===== src/rtl/riscv_pkg.sv =====
// rtl/riscv_pkg.sv - shared IF/ID payload types and bubble constants
package riscv_pkg;

  localparam int XLEN = 32;
  localparam logic [XLEN-1:0] NOP_INSTR_DFLT = 32'h00000013;

  typedef struct packed {
    logic [XLEN-1:0] instr;
    logic [XLEN-1:0] pc;
    logic [XLEN-1:0] pc_plus_4;
    logic [XLEN-1:0] imm_ext;
  } if_id_t;

  // Payload presented to decode when the stage holds no valid entry.
  function automatic if_id_t if_id_bubble(input logic [XLEN-1:0] nop);
    if_id_t b;
    b           = '0;
    b.instr     = nop;
    return b;
  endfunction

endpackage


===== src/rtl/pipe_skid_buf.sv =====
// rtl/pipe_skid_buf.sv - generic valid/ready pipeline register with optional skid entry and flush
module pipe_skid_buf #(
  parameter int W       = 8,
  parameter bit SKID_EN = 1'b1
) (
  input  logic         clk_i,
  input  logic         rst_i,
  input  logic         flush_i,
  input  logic         valid_i,
  output logic         ready_o,
  input  logic [W-1:0] data_i,
  output logic         valid_o,
  input  logic         ready_i,
  output logic [W-1:0] data_o
);

  generate
    if (SKID_EN) begin : g_skid
      logic         main_valid_q, main_valid_d;
      logic         skid_valid_q, skid_valid_d;
      logic [W-1:0] main_data_q, main_data_d;
      logic [W-1:0] skid_data_q, skid_data_d;
      logic         accept, consume;

      always_comb begin
        accept       = valid_i & ~skid_valid_q;
        consume      = main_valid_q & ready_i;
        main_valid_d = main_valid_q;
        skid_valid_d = skid_valid_q;
        main_data_d  = main_data_q;
        skid_data_d  = skid_data_q;
        if (flush_i) begin
          main_valid_d = 1'b0;
          skid_valid_d = 1'b0;
        end else if (!main_valid_q || consume) begin
          // ready_o is low while skid is full, so accept cannot coincide with a skid drain.
          if (skid_valid_q) begin
            main_valid_d = 1'b1;
            main_data_d  = skid_data_q;
            skid_valid_d = 1'b0;
          end else begin
            main_valid_d = accept;
            if (accept) main_data_d = data_i;
          end
        end else if (accept) begin
          skid_valid_d = 1'b1;
          skid_data_d  = data_i;
        end
      end

      always_ff @(posedge clk_i or posedge rst_i) begin
        if (rst_i) begin
          main_valid_q <= 1'b0;
          skid_valid_q <= 1'b0;
          main_data_q  <= '0;
          skid_data_q  <= '0;
        end else begin
          main_valid_q <= main_valid_d;
          skid_valid_q <= skid_valid_d;
          main_data_q  <= main_data_d;
          skid_data_q  <= skid_data_d;
        end
      end

      assign ready_o = ~skid_valid_q;
      assign valid_o = main_valid_q;
      assign data_o  = main_data_q;
    end else begin : g_noskid
      logic         main_valid_q, main_valid_d;
      logic [W-1:0] main_data_q, main_data_d;
      logic         accept;

      always_comb begin
        accept       = valid_i & (ready_i | ~main_valid_q);
        main_valid_d = main_valid_q;
        main_data_d  = main_data_q;
        if (flush_i) begin
          main_valid_d = 1'b0;
        end else if (accept) begin
          main_valid_d = 1'b1;
          main_data_d  = data_i;
        end else if (ready_i) begin
          main_valid_d = 1'b0;
        end
      end

      always_ff @(posedge clk_i or posedge rst_i) begin
        if (rst_i) begin
          main_valid_q <= 1'b0;
          main_data_q  <= '0;
        end else begin
          main_valid_q <= main_valid_d;
          main_data_q  <= main_data_d;
        end
      end

      assign ready_o = ready_i | ~main_valid_q;
      assign valid_o = main_valid_q;
      assign data_o  = main_data_q;
    end
  endgenerate

endmodule


===== src/rtl/if_id_skid_reg.sv =====
// rtl/if_id_skid_reg.sv - fetch->decode pipeline register with skid, flush and NOP bubbles
module if_id_skid_reg
  import riscv_pkg::*;
#(
  parameter int          DW        = 32,
  parameter bit          SKID_EN   = 1'b1,
  parameter logic [31:0] NOP_INSTR = NOP_INSTR_DFLT
) (
  input  logic          clk_i,
  input  logic          rst_i,
  input  logic          flush_i,
  input  logic          valid_f,
  output logic          ready_f,
  input  logic [DW-1:0] instr_f,
  input  logic [DW-1:0] pc_f,
  input  logic [DW-1:0] pc_plus_4_f,
  input  logic [DW-1:0] imm_ext_f,
  output logic          valid_d,
  input  logic          ready_d,
  output logic [DW-1:0] instr_d,
  output logic [DW-1:0] pc_d,
  output logic [DW-1:0] pc_plus_4_d,
  output logic [DW-1:0] imm_ext_d
);

  if_id_t pl_f, pl_q, pl_d;

  always_comb begin
    pl_f.instr     = instr_f;
    pl_f.pc        = pc_f;
    pl_f.pc_plus_4 = pc_plus_4_f;
    pl_f.imm_ext   = imm_ext_f;
  end

  pipe_skid_buf #(
    .W       ($bits(if_id_t)),
    .SKID_EN (SKID_EN)
  ) u_buf (
    .clk_i   (clk_i),
    .rst_i   (rst_i),
    .flush_i (flush_i),
    .valid_i (valid_f),
    .ready_o (ready_f),
    .data_i  (pl_f),
    .valid_o (valid_d),
    .ready_i (ready_d),
    .data_o  (pl_q)
  );

  // Decode sees a clean NOP bubble whenever nothing valid is held.
  assign pl_d        = valid_d ? pl_q : if_id_bubble(NOP_INSTR);
  assign instr_d     = pl_d.instr;
  assign pc_d        = pl_d.pc;
  assign pc_plus_4_d = pl_d.pc_plus_4;
  assign imm_ext_d   = pl_d.imm_ext;

endmodule


===== config.mk =====
export PLATFORM = sky130hd
export DESIGN_NAME = if_id_skid_reg
export DESIGN_NICKNAME = d
export VERILOG_FILES = /design/src/rtl/riscv_pkg.sv /design/src/rtl/pipe_skid_buf.sv /design/src/rtl/if_id_skid_reg.sv
export SDC_FILE = /design/constraint.sdc
export NUM_CORES = 1
export LEC_CHECK = 0
export CAP_MARGIN = 20
export CORE_AREA = 4 4 188 145
export DETAILED_ROUTE_END_ITERATION = 16
export DIE_AREA = 0 0 192 149
export PLACE_DENSITY = 0.77
export REMOVE_ABC_BUFFERS = 1
export SYNTH_ARGS = -nofsm -noshare
export SYNTH_HDL_FRONTEND = slang
export SYNTH_SLANG_ARGS = --single-unit

===== constraint.sdc =====
create_clock -name clk_i -period 11.6 [get_ports clk_i]
set_input_delay 2.32 -clock clk_i [delete_from_list [all_inputs] [get_ports clk_i]]
set_output_delay 2.32 -clock clk_i [all_outputs]
set_load 0.05 [all_outputs]

==> metrics.cfg <==
[detailed_routing]
drtIter0Drc=246
drtPass1Iterations=4
wl_per_cell_um=19.6
routed_wl_um=28300
vias=7377
antenna_left=0
drc=0
vias_per_cell=5.11

[clock_network]
clk_pin_slew_worst_paths_ns=0.07
clock_tree.root_cell=clkbuf_16
post_cts_buffers=0
cts_resized=0
holdBufCountCts=0
htree_levels=1
worstSkewPairLatency_ns=0.53
cts_tree=built
cts_buffer_depth=3
cts_sinks=258
numCtsBuffers=27

[power_and_ir_drop]
ir_worst_vdd_mv=0.110
leakagePower_nw=7.41
total_power_mw=2.84
powerDensity_nw_per_um2=171

[setup_path]
cp_slowest_cell=clkdlybuf4s50_1
crit_type=reg -> out
cp-start-kind=register
end_kind=primary output
worstPathArrival_ns=2.86
path_cells=buf_12 -> buf_4 -> and2_1 -> clkdlybuf4s50_1
crit_required_ns=9.28
crit_fanout=67
crit_path_max_incr_delay_ns=0.81

[floorplan]
pin_count=263
fp.dieH_um=149
dieArea_um2=28600
row_count=51
floorplan.initialDensity_pct=51.3
core-area_um2=25500
dieWidth_um=192

[sta]
finalCriticalPeriod_ns=5.18
fin_crit_sh_pct=44.7
setup_violations=0
rsz0062_at_grt=no
worst_pin_slew_ns=1.02
fmax_ghz=0.193
finalClockSkew_ns=0.0127
hold_violations=0
finalMaxSlewViolations=0
setup-tns-final_ns=0
slew_headroom_pct=32.0

[synth]
ys_seq_area_share_pct=49.5
synthCells=836
ys_types=18
ys_warn_count=0
avgSynthCellArea_um2=15.6
netlist_area_um2=13000
synth-seq-cells=258

[placement]
place_hpwl_um=17700
place_congestion=0.729
portBuffers=262

[layout]
area_delta_synth_final_pct=27.1
n_antenna_cell=0
layout_commonest_cell=clkdlybuf4s50_1
layout_common_cells=262 x clkdlybuf4s50_1, 256 x dfrtp_1, 208 x mux2_4
final_nets=1213
drive_above_1_share_pct=38.6

[grt]
antenna_found_initial=3
groute.usage.overall_pct=19.4
overflow=0
grt_pass1_vias=8112
grt_max_degree=129
grt_first_pass_wirelength_um=44900

[min_path]
hold_path.class=reg -> reg

[status]
outcome=finished, final reports clean

[flow_run]
cap_violations=0

## metrics by stage
stage	area (um2)	utilization (%)	setup slack [ns]	hold slack [ns]	std cells
after floorplan	12400	-	2.18	0.459	780
after global placement	15600	61.2	6.49	0.468	1394
after detailed placement	15600	61.2	6.49	0.479	1394
after CTS	16600	65.1	5.95	0.492	1444
after global routing	16600	65.1	6.28	0.510	1445
final	16600	65.1	6.42	0.488	1445
## kinds of logic (layout without fill, tap and decap cells)
logic type / Yosys count / after routing / share of synthesized area (%)
multiplexers: 384 / 384 / 39.1
flip-flops: 258 / 258 / 49.5
AND/OR/NAND/NOR: 135 / 135 / 6.58
buffers and inverters: 58 / 323 / 4.78
AO/OA/AOI/OAI: 1 / 1 / 0.0383
## synth_stat cells
cell,instances,area (um2)
and2b_4,1,10.0
a21oi_1,1,5.00
nand3_2,1,10.0
nand2b_1,4,25.0
nor2_1,1,3.75
nor3_4,1,16.3
mux2_4,208,3120
and2_1,125,782
nor2_2,1,6.26
buf_12,12,240
buf_2,1,5.00
inv_1,2,7.51
mux2_2,156,1760
nor3_1,1,5.00
buf_6,28,315
dfrtp_1,258,6460
clkbuf_1,15,56.3
mux2_1,20,225
## path summary, 6_finish.rpt
check,start,to,slack (ns),cells after the start
hold reg to reg,u_buf.g_skid.skid_data_q[5]$_DFFE_PP0P_,u_buf.g_skid.skid_data_q[5]$_DFFE_PP0P_,0.49,1
min in group asynchronous,rst_i,u_buf.data_o[7]$_DFFE_PP0P_,2.36,2
setup / recovery,u_buf.valid_o$_DFFE_PP0P_,pc_d[31],6.42,4
hold / removal,u_buf.g_skid.skid_data_q[5]$_DFFE_PP0P_,u_buf.g_skid.skid_data_q[5]$_DFFE_PP0P_,0.49,1
max in group asynchronous,rst_i,u_buf.g_skid.skid_valid_q$_DFFE_PP0P_,7.71,3
setup reg to reg,u_buf.valid_o$_DFFE_PP0P_,u_buf.g_skid.skid_data_q[2]$_DFFE_PP0P_,8.24,6
## metal layers
metal	track usage (%)	vias to the layer above	part of all wire [%]
li1	-	3400	-
met5	0	-	0.12
met4	3.39	6	1.6
met3	6.67	38	8.0
met1	28.5	3729	48
met2	28.4	204	42
## where the power goes
part | switching, mW | internal [mW] | leakage [nW]
combinational | 0.291 | 0.392 | 3.83
clock | 0.356 | 0.590 | 0.483
sequential | 0.110 | 1.10 | 3.10
total | 0.757 | 2.08 | 7.41
## critical path, delay by kind of cell, from the launching register on
kind / cells / cell delay [ns]
flip-flops: 1 / 0.43
AND/OR/NAND/NOR: 1 / 0.24
buffers and inverters: 3 / 1.54
## area by class of cell
type	instances	area [um2]
clock buffer	40	805
clock inverter	10	181
sequential	258	6460
timing repair buffer	271	2720
inverter	2	15.0
tap	344	430
multi-input combinational	520	5980
fill	1870	8880
## registers in the layout, summed over array words and instances (netlist names)
signal	count
u_buf.valid_o	1
u_buf.g_skid.skid_valid_q	1
u_buf.g_skid.skid_data_q	128
u_buf.data_o	128
Note: power is estimated with default switching activity, not from simulation.
==> patch, RTL diff (same settings) <==
`SKID_EN` is set to 1'b1 in 2 places; all go to 1'b0.
--- a/src/rtl/pipe_skid_buf.sv
+++ b/src/rtl/pipe_skid_buf.sv
@@ -2,5 +2,5 @@
 module pipe_skid_buf #(
   parameter int W       = 8,
-  parameter bit SKID_EN = 1'b1
+  parameter bit SKID_EN = 1'b0
 ) (
   input  logic         clk_i,
--- a/src/rtl/if_id_skid_reg.sv
+++ b/src/rtl/if_id_skid_reg.sv
@@ -4,5 +4,5 @@
 #(
   parameter int          DW        = 32,
-  parameter bit          SKID_EN   = 1'b1,
+  parameter bit          SKID_EN   = 1'b0,
   parameter logic [31:0] NOP_INSTR = NOP_INSTR_DFLT
 ) (
Check against the original RTL: not equivalent (a bounded check fails within 4 cycles, from zero or initial values and one cycle with rst_i high).
==> patch against the unedited design <==
Clock power fell by 39%; largest cell class unchanged; global-route usage shrank 8.3 points; maximum frequency is 14% lower; via count decreased by 44%; die area is the same; synthesized area decreased by 56%; cell area shrank 44%; worst setup slack worse by 0.87 ns; total power fell by 47%; wire length decreased by 45%; core utilization decreased by 29 points; sequential cell count decreased by 129; worst hold slack improved by 0.0073 ns.
==> patch: results (changes against the unedited design) <==
| Metric | Value |
|---|---|
| Worst-skew pair later-pin latency | 0.42 ns (was 0.53 ns) |
| Detail Placement HPWL | 10.7 mm (was 17.7 mm) |
| Worst Path Arrival | 3.73 ns (was 2.86 ns) |
| Buffers on Ports | 262 (unchanged) |
| Avg WL per Cell | 15.1 um (was 19.6 um) |
| Global-route wire length before repair | 24.2 mm (was 44.9 mm) |
| CP startpoint | ready_d (was u_buf.valid_o$_DFFE_PP0P_) |
| Max reg flops | 128 |
| Layout cells sized above 1 | 24.2% (was 38.6%) |
| Iter 0 DRT Violations | 97 (was 246) |
| Worst Skew | 0.00591 ns (was 0.0127 ns) |
| R2R Path End | u_buf.data_o[124]$_DFFE_PP0P_ (was u_buf.g_skid.skid_data_q[2]$_DFFE_PP0P_) |
| Reg clk slew, reported paths | 0.06 ns |
| Post-synth cell types | 11 (was 18) |
| All-Layer GR Usage | 11.0% (was 19.4%) |
| TritonCTS buffer count | 17 (was 27) |
| Post-CTS Setup Inserts | 0 (unchanged) |
| Leak Pwr | 3.68 nW (was 7.41 nW) |
| Clock buffer depth | 2 (was 3) |
| Peak supply drop | 88.1 uV (was 110 uV) |
| Placement Setup Slack | 5.55 ns (was 6.49 ns) |
| M1 GR Usage | 12.7% (was 28.5%) |
| Synth Warn # | 0 (unchanged) |
| CTS root buf | clkbuf_16 (unchanged) |
| R2R setup slack | 9.04 ns (was 8.24 ns) |
| End point of the critical path | ready_f (was pc_d[31]) |
| Largest net degree at the start of global routing | 72 (was 129) |
| DR vias/cell | 3.99 (was 5.11) |
| Filler cell count in the final layout | 2467 (was 1870) |
| Worst Hold Launch | u_buf.data_o[91]$_DFFE_PP0P_ (was u_buf.g_skid.skid_data_q[5]$_DFFE_PP0P_) |
| Met2 Use GR | 17.0% (was 28.4%) |
| Run status | finished, final reports clean (unchanged) |
| Initial antenna violation count | 0 (was 3) |
| Seq/Total Area, Yosys | 56.3% (was 49.5%) |
| Drt first pass iters | 4 (unchanged) |
| Worst Reg2Reg Path Length in Cells | 4 (was 6) |
| Area contributors post-synth | dfrtp_1 (56%), mux2_2 (25%), and2_1 (14%) (was dfrtp_1 (49%), mux2_4 (24%), mux2_2 (13%)) |
| Fin nets | 809 (was 1213) |
| Vias in the first global route | 4380 (was 8112) |
| GR Layer Usage met3 | 6.43% (was 6.67%) |
| H-tree Lvls | 4 (was 1) |
| Slew margin rel. | 34.3% (was 32.0%) |
| Routability cong. | 0.703 (was 0.729) |
| Hold path endpoint | u_buf.data_o[91]$_DFFE_PP0P_ (was u_buf.g_skid.skid_data_q[5]$_DFFE_PP0P_) |
| Async SR Flop Fraction | 100% (unchanged) |
| Largest fanout on the critical path | 3 (was 67) |
| Hold-fix buffers, CTS | 0 (unchanged) |
| Post-synth top cells | dfrtp_1 (129), mux2_2 (128), and2_1 (125), clkbuf_1 (14), buf_6 (11) (was dfrtp_1 (258), mux2_4 (208), mux2_2 (156), and2_1 (125), buf_6 (28)) |
| Post-route minimum period | 6.05 ns (was 5.18 ns) |
[patch: area by class of cell]
cell class | count | area share (%)
Multi-Input combinational cell | 260 | 24.7
Clock inverter | 9 | 1.38
Clock buffer | 23 | 5.40
Inverter | 2 | 0.108
Tap cell | 344 | 4.66
Sequential cell | 129 | 35.0
Timing Repair Buffer | 266 | 28.7
[patch: routing by layer]
| metal | vias to the layer above | routed length (um) |
|---|---|---|
| met2 | 171 | 7150 |
| met4 | 0 | 251 |
| li1 | 1916 | - |
| met5 | - | 0 |
| met3 | 16 | 1930 |
| met1 | 2020 | 6270 |
[patch: power breakdown]
part | internal (W) | switching (W)
clock network | 0.000366 | 0.000209
logic | 0.000178 | 0.000202
registers | 0.000527 | 0.0000370
[patch: logic make-up (layout without fill, tap and decap cells)]
kind of cell / Yosys count / count (layout) / share of synthesized area [%]
muxes: 128 / 128 / 25.1
and+or+nand+nor: 132 / 132 / 14.7
DFF: 129 / 129 / 56.3
buffers and inverters: 30 / 300 / 3.93
[patch: critical path, cell delays in order]
cell,delay [ns]
clkdlybuf4s50_1,0.50
nor2b_4,0.06
inv_1,0.05
clkdlybuf4s50_1,0.79
[patch: metrics by stage]
step                instances  hold slack (ns)  instance area, um^2  util, %
finish                   1033            0.496                 9230     36.3
global route             1033            0.506                 9230     36.3
CTS                      1033            0.500                 9230     36.3
detailed placement       1001            0.487                 8600     33.8
global placement         1001            0.481                 8600     33.8
floorplan                 391            0.472                 5520        -
